$ cat src/rtl/counter_scheduler_pkg.sv
// Shared definitions for the counter scheduler: FSM state encoding and default counter width.
// Pure declarations; no latency or backpressure of its own.
package counter_scheduler_pkg;

   localparam int CW_DEFAULT = 3;

   typedef enum logic [1:0] {
      IDLE  = 2'd0,
      CLEAR = 2'd1,
      RUN   = 2'd2,
      DONE  = 2'd3
   } state_t;

endpackage

$ cat src/rtl/up_counter_en.sv
// CW-bit up-counter with synchronous clear and enable; the result is visible one cycle after clr/en.
// No backpressure: clear wins over enable, and the counter holds when both are low.
module up_counter_en
   import counter_scheduler_pkg::*;
#(
   parameter int CW = CW_DEFAULT
) (
   input  logic          clk,
   input  logic          rst,
   input  logic          clr,
   input  logic          en,
   output logic [CW-1:0] q
);

   always_ff @(posedge clk) begin
      if (rst || clr) begin
         q <= '0;
      end else if (en) begin
         q <= q + CW'(1);
      end
   end

endmodule

$ cat src/rtl/counter_scheduler.sv
// Round-robin scheduler for a shared up-counter: grants one requester, counts len cycles, then pulses done.
// gnt rises one cycle after req is seen and done follows len+1 cycles later; other requesters wait while busy.
module counter_scheduler
   import counter_scheduler_pkg::*;
#(
   parameter int NREQ = 2,
   parameter int CW   = CW_DEFAULT
) (
   input  logic              clk,
   input  logic              rst,
   input  logic [NREQ-1:0]   req,
   input  logic [NREQ*CW-1:0] len,
   output logic [NREQ-1:0]   gnt,
   output logic [NREQ-1:0]   done,
   output logic              busy,
   output logic              cnt_en,
   output logic [CW-1:0]     cnt_q
);

   localparam int IW = (NREQ > 1) ? $clog2(NREQ) : 1;

   state_t          state_q, state_d;
   logic [IW-1:0]   ptr_q, ptr_d;
   logic [IW-1:0]   win_q, win_d;
   logic [CW-1:0]   len_q, len_d;
   logic [NREQ-1:0] gnt_q, gnt_d;

   logic            any_req;
   logic [IW-1:0]   pick;
   logic [IW-1:0]   idx;
   logic [IW-1:0]   ptr_nxt;
   logic            win_req;
   logic            cnt_clr;
   logic            cnt_inc;

   // Lowest rotational offset from the pointer wins, so scan from the far end down.
   always_comb begin
      any_req = 1'b0;
      pick    = ptr_q;
      idx     = '0;
      for (int k = NREQ - 1; k >= 0; k--) begin
         idx = IW'((int'(ptr_q) + k) % NREQ);
         if (req[idx]) begin
            any_req = 1'b1;
            pick    = idx;
         end
      end
   end

   assign ptr_nxt = (int'(win_q) == NREQ - 1) ? '0 : win_q + IW'(1);
   assign win_req = req[win_q];

   always_ff @(posedge clk) begin
      if (rst) begin
         state_q <= IDLE;
         ptr_q   <= '0;
         win_q   <= '0;
         len_q   <= '0;
         gnt_q   <= '0;
      end else begin
         state_q <= state_d;
         ptr_q   <= ptr_d;
         win_q   <= win_d;
         len_q   <= len_d;
         gnt_q   <= gnt_d;
      end
   end

   always_comb begin
      state_d = state_q;
      ptr_d   = ptr_q;
      win_d   = win_q;
      len_d   = len_q;
      gnt_d   = gnt_q;
      cnt_clr = 1'b0;
      cnt_inc = 1'b0;
      case (state_q)
         IDLE: begin
            if (any_req) begin
               win_d       = pick;
               len_d       = len[int'(pick)*CW +: CW];
               gnt_d       = '0;
               gnt_d[pick] = 1'b1;
               state_d     = CLEAR;
            end
         end
         CLEAR: begin
            cnt_clr = 1'b1;
            if (!win_req) begin
               state_d = IDLE;
               gnt_d   = '0;
               ptr_d   = ptr_nxt;
            end else if (len_q == '0) begin
               state_d = DONE;
            end else begin
               state_d = RUN;
            end
         end
         RUN: begin
            // A dropped request beats terminal count and freezes the counter.
            if (!win_req) begin
               state_d = IDLE;
               gnt_d   = '0;
               ptr_d   = ptr_nxt;
            end else begin
               cnt_inc = 1'b1;
               if (cnt_q == len_q - CW'(1)) begin
                  state_d = DONE;
               end
            end
         end
         DONE: begin
            state_d = IDLE;
            gnt_d   = '0;
            ptr_d   = ptr_nxt;
         end
         default: begin
            state_d = IDLE;
            gnt_d   = '0;
         end
      endcase
   end

   up_counter_en #(
      .CW(CW)
   ) u_cnt (
      .clk (clk),
      .rst (rst),
      .clr (cnt_clr),
      .en  (cnt_inc),
      .q   (cnt_q)
   );

   assign gnt    = gnt_q;
   assign done   = (state_q == DONE) ? gnt_q : '0;
   assign busy   = (state_q != IDLE);
   assign cnt_en = cnt_inc;

endmodule

$ cat config.mk
export PLATFORM = sky130hd
export DESIGN_NAME = counter_scheduler
export DESIGN_NICKNAME = d
export VERILOG_FILES = /design/src/rtl/counter_scheduler_pkg.sv /design/src/rtl/up_counter_en.sv /design/src/rtl/counter_scheduler.sv
export SDC_FILE = /design/constraint.sdc
export NUM_CORES = 1
export LEC_CHECK = 0
export CORE_MARGIN = 3
export CORE_UTILIZATION = 25
export DETAILED_ROUTE_END_ITERATION = 16
export PLACE_DENSITY = 0.47
export SLEW_MARGIN = 20
export SYNTH_ARGS = -nofsm -noshare
export SYNTH_HDL_FRONTEND = slang
export SYNTH_SLANG_ARGS = --single-unit
$ cat constraint.sdc
create_clock -name clk -period 1.85 [get_ports clk]
set_clock_uncertainty 0.2 [all_clocks]
set_input_delay 0.185 -clock clk [delete_from_list [all_inputs] [get_ports clk]]
set_output_delay 0.185 -clock clk [all_outputs]
set_load 0.02 [all_outputs]
# == Word-level counts from Yosys, hierarchy flattened ==
# Cells that the tools add are included.
# Widths: inputs -> output; s select.
# op_classes
muxes,28
n_addsub,4
multipliers,1
shift,1
n_reduce_logical,11
magnitude_cmp,5
n_eq_ne,7
# op_table
cell,count
$mux 1,17
$mux 2,7
$lt 1x2->1 const B,4
$pmux 2 s4,1
$reduce_and 2->1,4
$pmux 2 s3,1
$shiftx 6x4->3,1
$eq 2x2->1 const B,2
$ne 2x2->1 const B,2
$reduce_bool 2->1,2
$add 3x1->3 const B,1
$eq 3x3->1,1
$logic_not 3->1,1
$mul 1x2->3 const B,1
$ne 3x3->1 const B,1
$sub 3x1->3 const B,1
$add 1x1->1 const B,2
$eq 2x1->1 const B,1
$logic_not 2->1,1
$pmux 1 s2,1
$reduce_or 2->1,1
$demux 1 s1,1
$ge 1x1->1 const B,1
$logic_and 1x1->1,1
$logic_or 1x1->1,1
# word_totals
out_inout_bits,9
word_cells,63
inputBits,10
register_bits,12

# == Depth between registers and ports, before layout ==
# depth
word_depth,11
depth_mapped,6
mapped_depth_nobuf,6

# == Cells and area by module ==
# From an unflattened synthesis, not the netlist that was laid out.
# unflattened
cells_unflattened,83
hier_area_um2,748.2
# by_module_without_submodules
mod,seq_area_each_um2,instances,area_each_um2,cells_per_inst
counter_scheduler,180.2,1,616.8,72
up_counter_en,60.1,1,131.4,11

# == Worst setup path after synthesis ==
# No wires, ideal clock.
# synth_timing
path_type,reg-to-reg
startpoint,reg len_q[0]
endpoint,reg state_q[1]
n_path_buf,0
setup_ns,0.071
synth_period_minus_slack_ns,1.808
arrival_time_ns,1.537
setup_slack_ns,0.042
stages_incl_launch_ff,7
required_ns,1.579
cell_sequence,dfxtp_1 inv_1 ha_1 xor2_1 a311oi_1 or4_1 a21oi_1
# synth_via
elab_chain_cells,4
# synth_lines
item,line,text
"start, declared",counter_scheduler.sv:25,"logic [CW-1:0] len_q, len_d;"
"start signal, assigned",counter_scheduler.sv:64,len_q <= len_d;
$sub 3x1->3,counter_scheduler.sv:107,if (cnt_q == len_q - CW'(1)) begin
$eq 3x3->1,counter_scheduler.sv:107,
$ne 3x3->1 (no source line),--,
$reduce_and 2->1 (no source line),--,
"end signal, assigned",counter_scheduler.sv:61,state_q <= state_d;
"end, declared",counter_scheduler.sv:22,"state_t state_q, state_d;"
# No other way between the ends.
# A chain may end at the register's enable or synchronous reset.

# == Worst setup path in the final report ==
# Same ends and word-level chain as after synthesis.

==> results.md <==
* Initial antenna violation count at 0
* Sequential share of the synthesized area at 32.7%
* Final Hold Fails at 0
* Worst hold stages at 3
* Critical path peak fanout at 2
* Final setup margin at roughly 25 ps
* IO Pins at 19
* Routed WL at about 1800 µm
* Vias in the first global route at around 660
* Post-synthesis adder-cell area fraction at around 14%
* Htree depth at 1
* Post-synthesis simple-gate area fraction at 16.3%
* Critical R2R Capture: state_q[1]
* Clock share of power at 22.2%
* Pre-CTS WS at -231 ps
* Kind of critical path: reg -> reg
* Clock Latency Late Sink at ~270 ps
* Post-synth EDFFs at 0
* First-pass GRT wire length at about 2900 µm
* CP max stage delay at just under 500 ps
* WHS at approximately 280 ps
* Synth warn at 0
* Drt wl/cell at approximately 12 µm
* Post-DP HPWL at 1410 µm
* CP required at ~1800 ps
* Synth top area share at 32.7%
* Buf+Inv Stages, Crit Path at 1
* Share of layout cells above drive strength 1 at 29.3%
* Max-Cap Viols at 0
* Area leader, netlist: dfxtp_1
* Reg2Reg Depth at 6
* CORE AREA at 2780 µm²
* Flops & latches, synth at 12
* # DRC at 0
* Worst-path cell chain: inv_2, ha_1, xnor3_1, a311oi_2, or4_4, a21oi_2
* Die area at between 3000 and 4000 µm²
* Initial DRC count at 9
* GRT overflow at 0
* CP Launch Type: flop
* Util after Layout at between 30 and 40%
* Final Power at between 700 and 800 µW
* Worst Setup End Kind: flop
* Hold Path End: len_q[0]
* R2R Path Start: len_q[0]
* IO Port Bufs at 18
* Max-slew headroom at roughly four fifths
* Initial Util at roughly a quarter
* CTS root buf: clkbuf_4
* Largest family of logic cells by synthesized area: compound AO/OA/AOI/OAI gates
* Synth Area in Compound Gates at roughly a fifth
* Worst hold path type: in -> reg
* Synth Instances at 84
* Largest net degree at the start of global routing at 8
* # setup viols final at 0
* Pint at about 500 µW
* Die width at between 60 and 70 µm
* Post-route setup TNS at 0 ps
* Mux contribution to synthesized area at ~5.6%
* Sw frac at a little under a third
* Die H at approximately 60 µm
* Synth area leaders: dfxtp_1 33%, ha_1 14%, xor2_1 4.8%
* Mapped Avg Cell Area at about 9 µm²
* Hold Startpoint: len[3]
* Crit-path slowest cell: or4_4
* RD Place Congestion at between 0.7 and 0.8
* Post-synthesis xor/xnor area fraction at roughly 7.8%
* Clk sinks at 12
* Crit path max-delay family: simple AND/OR/NAND/NOR gates
* P&R area growth vs syn at 51.2%
* CTS Buf Count at 3
* Most frequent cell after synthesis: dfxtp_1
* Syn nets at just over 100
* Reg power frac at 41.4%
* Via density at roughly 4.7
* Slew Viols, Final at 0
* Crit path time final at 1820 ps
* Async set-reset flop share out of synthesis at 0%
* # nets final at 136
* CP arrival at about 1800 ps
* Share of power burned in combinational logic at between 30% and 40%
* Worst vdd ir at 0.000447 V
* Netlist cell types at 31
* Max Root-Sink Buffers at 2
* Psw at around 240 µW
* GRT Overall Usage at 10.4%
* Clk slew on worst S/H paths at around 80 ps
* R2R Setup Slk at 30 ps
* Cell Area, Synth at 736 µm²
* Pwr/cell area at 663 nW/µm²
* Commonest cells in the synthesized netlist: 12 x dfxtp_1, 8 x ha_1, 8 x inv_1, 8 x nor2_1
* Remaining antenna violation count at 0
* Fin crit share at between 90% and 100%
* Fmax at roughly 550 MHz
* First-pass iteration count of the detailed router at 4
* Worst slew pin tran at between 300 and 400 ps
* Ys flop type: dfxtp_1
* Vias at 690
* Outcome: complete, no violations
* Num rows at 19
* Ant diodes at 0
* RSZ-0062 raised after global routing: true
* P_leak at between 0.0005 and 0.0006 µW
* CTS tree: yes
* CTS Hold Bufs at 0
[worst max-delay path by stage]
stage	from	end	slack (ps)	cells past startpoint
floorplan	len_q[0]	state_q[1]	40	6
global placement	req[0]	state_q[1]	-210	6
detailed placement	req[0]	state_q[1]	-230	6
CTS	state_q[0]	cnt_en	3	5
global route	len_q[0]	state_q[1]	-30	6
finish	len_q[0]	state_q[1]	30	6
[tightest hold or removal path: stages]
cell and delay [ps]:
clkdlybuf4s50_1 390, nor2_1 100, nor3_1 40
[area by class of cell]
type	count	area [µm²]
Clock buffer	3	22.5
Fill cell	294	1670
Inverter	8	30.0
Multi-Input combinational cell	62	505
Sequential cell	12	246
Tap cell	31	38.8
Timing Repair Buffer	31	269
[power by group through the flow]
stage / logic [µW] / registers, µW / clock network (µW)
final: 268 / 305 / 164
after global routing: 296 / 308 / 183
after CTS: 245 / 302 / 174
after detailed placement: 244 / 307 / 0
after global placement: 246 / 306 / 0
after floorplan: 144 / 309 / 0
[state kept, by name, summed over array words and instances, names as in the netlist]
register / count
gnt: 2
len_q: 3
state_q: 2
win_q: 1
ptr_q: 1
u_cnt.q: 3
[metrics by stage]
step,cells,instance area (µm²)
floorplan,84,736
global placement,143,1040
detailed placement,143,1040
CTS,146,1060
global route,147,1110
finish,147,1110
[routing by layer]
metal  track usage [%]  vias to the layer above  wire length, µm  share of wire (%)
met4              3.80                        0               18                1.0
met2              17.0                        8              889                 50
li1                  -                      358                -                  -
met3              1.30                        2               47                2.6
met1              13.9                      322              838                 47
met5                 0                        -                0                  0
[placed cells by master (no fill, tap or decap), drive strengths merged, types with 3 or more instances in the layout]
cell and count:
clkdlybuf4s50 14, buf 13, dfxtp 12, nor2 8, inv 8, ha 8
nand2 5, nor3 5, a21oi 5, xor2 4, clkbuf 4, dlygate4sd2 3
mux2i 3
[kinds of logic after synthesis]
family          count (synthesis)
simple gates                   25
compound gates                 20
flops                          12
buf+inv                        10
fa+ha+maj                       8
xor+xnor                        5
mux                             4
[what timing repair did]
action,in CTS,in global routing
buffers inserted,0,1
pin swaps,2,4
resized for setup,8,13
endpoints found under the setup margin,5,3
Power figures use the tool's default switching activity.
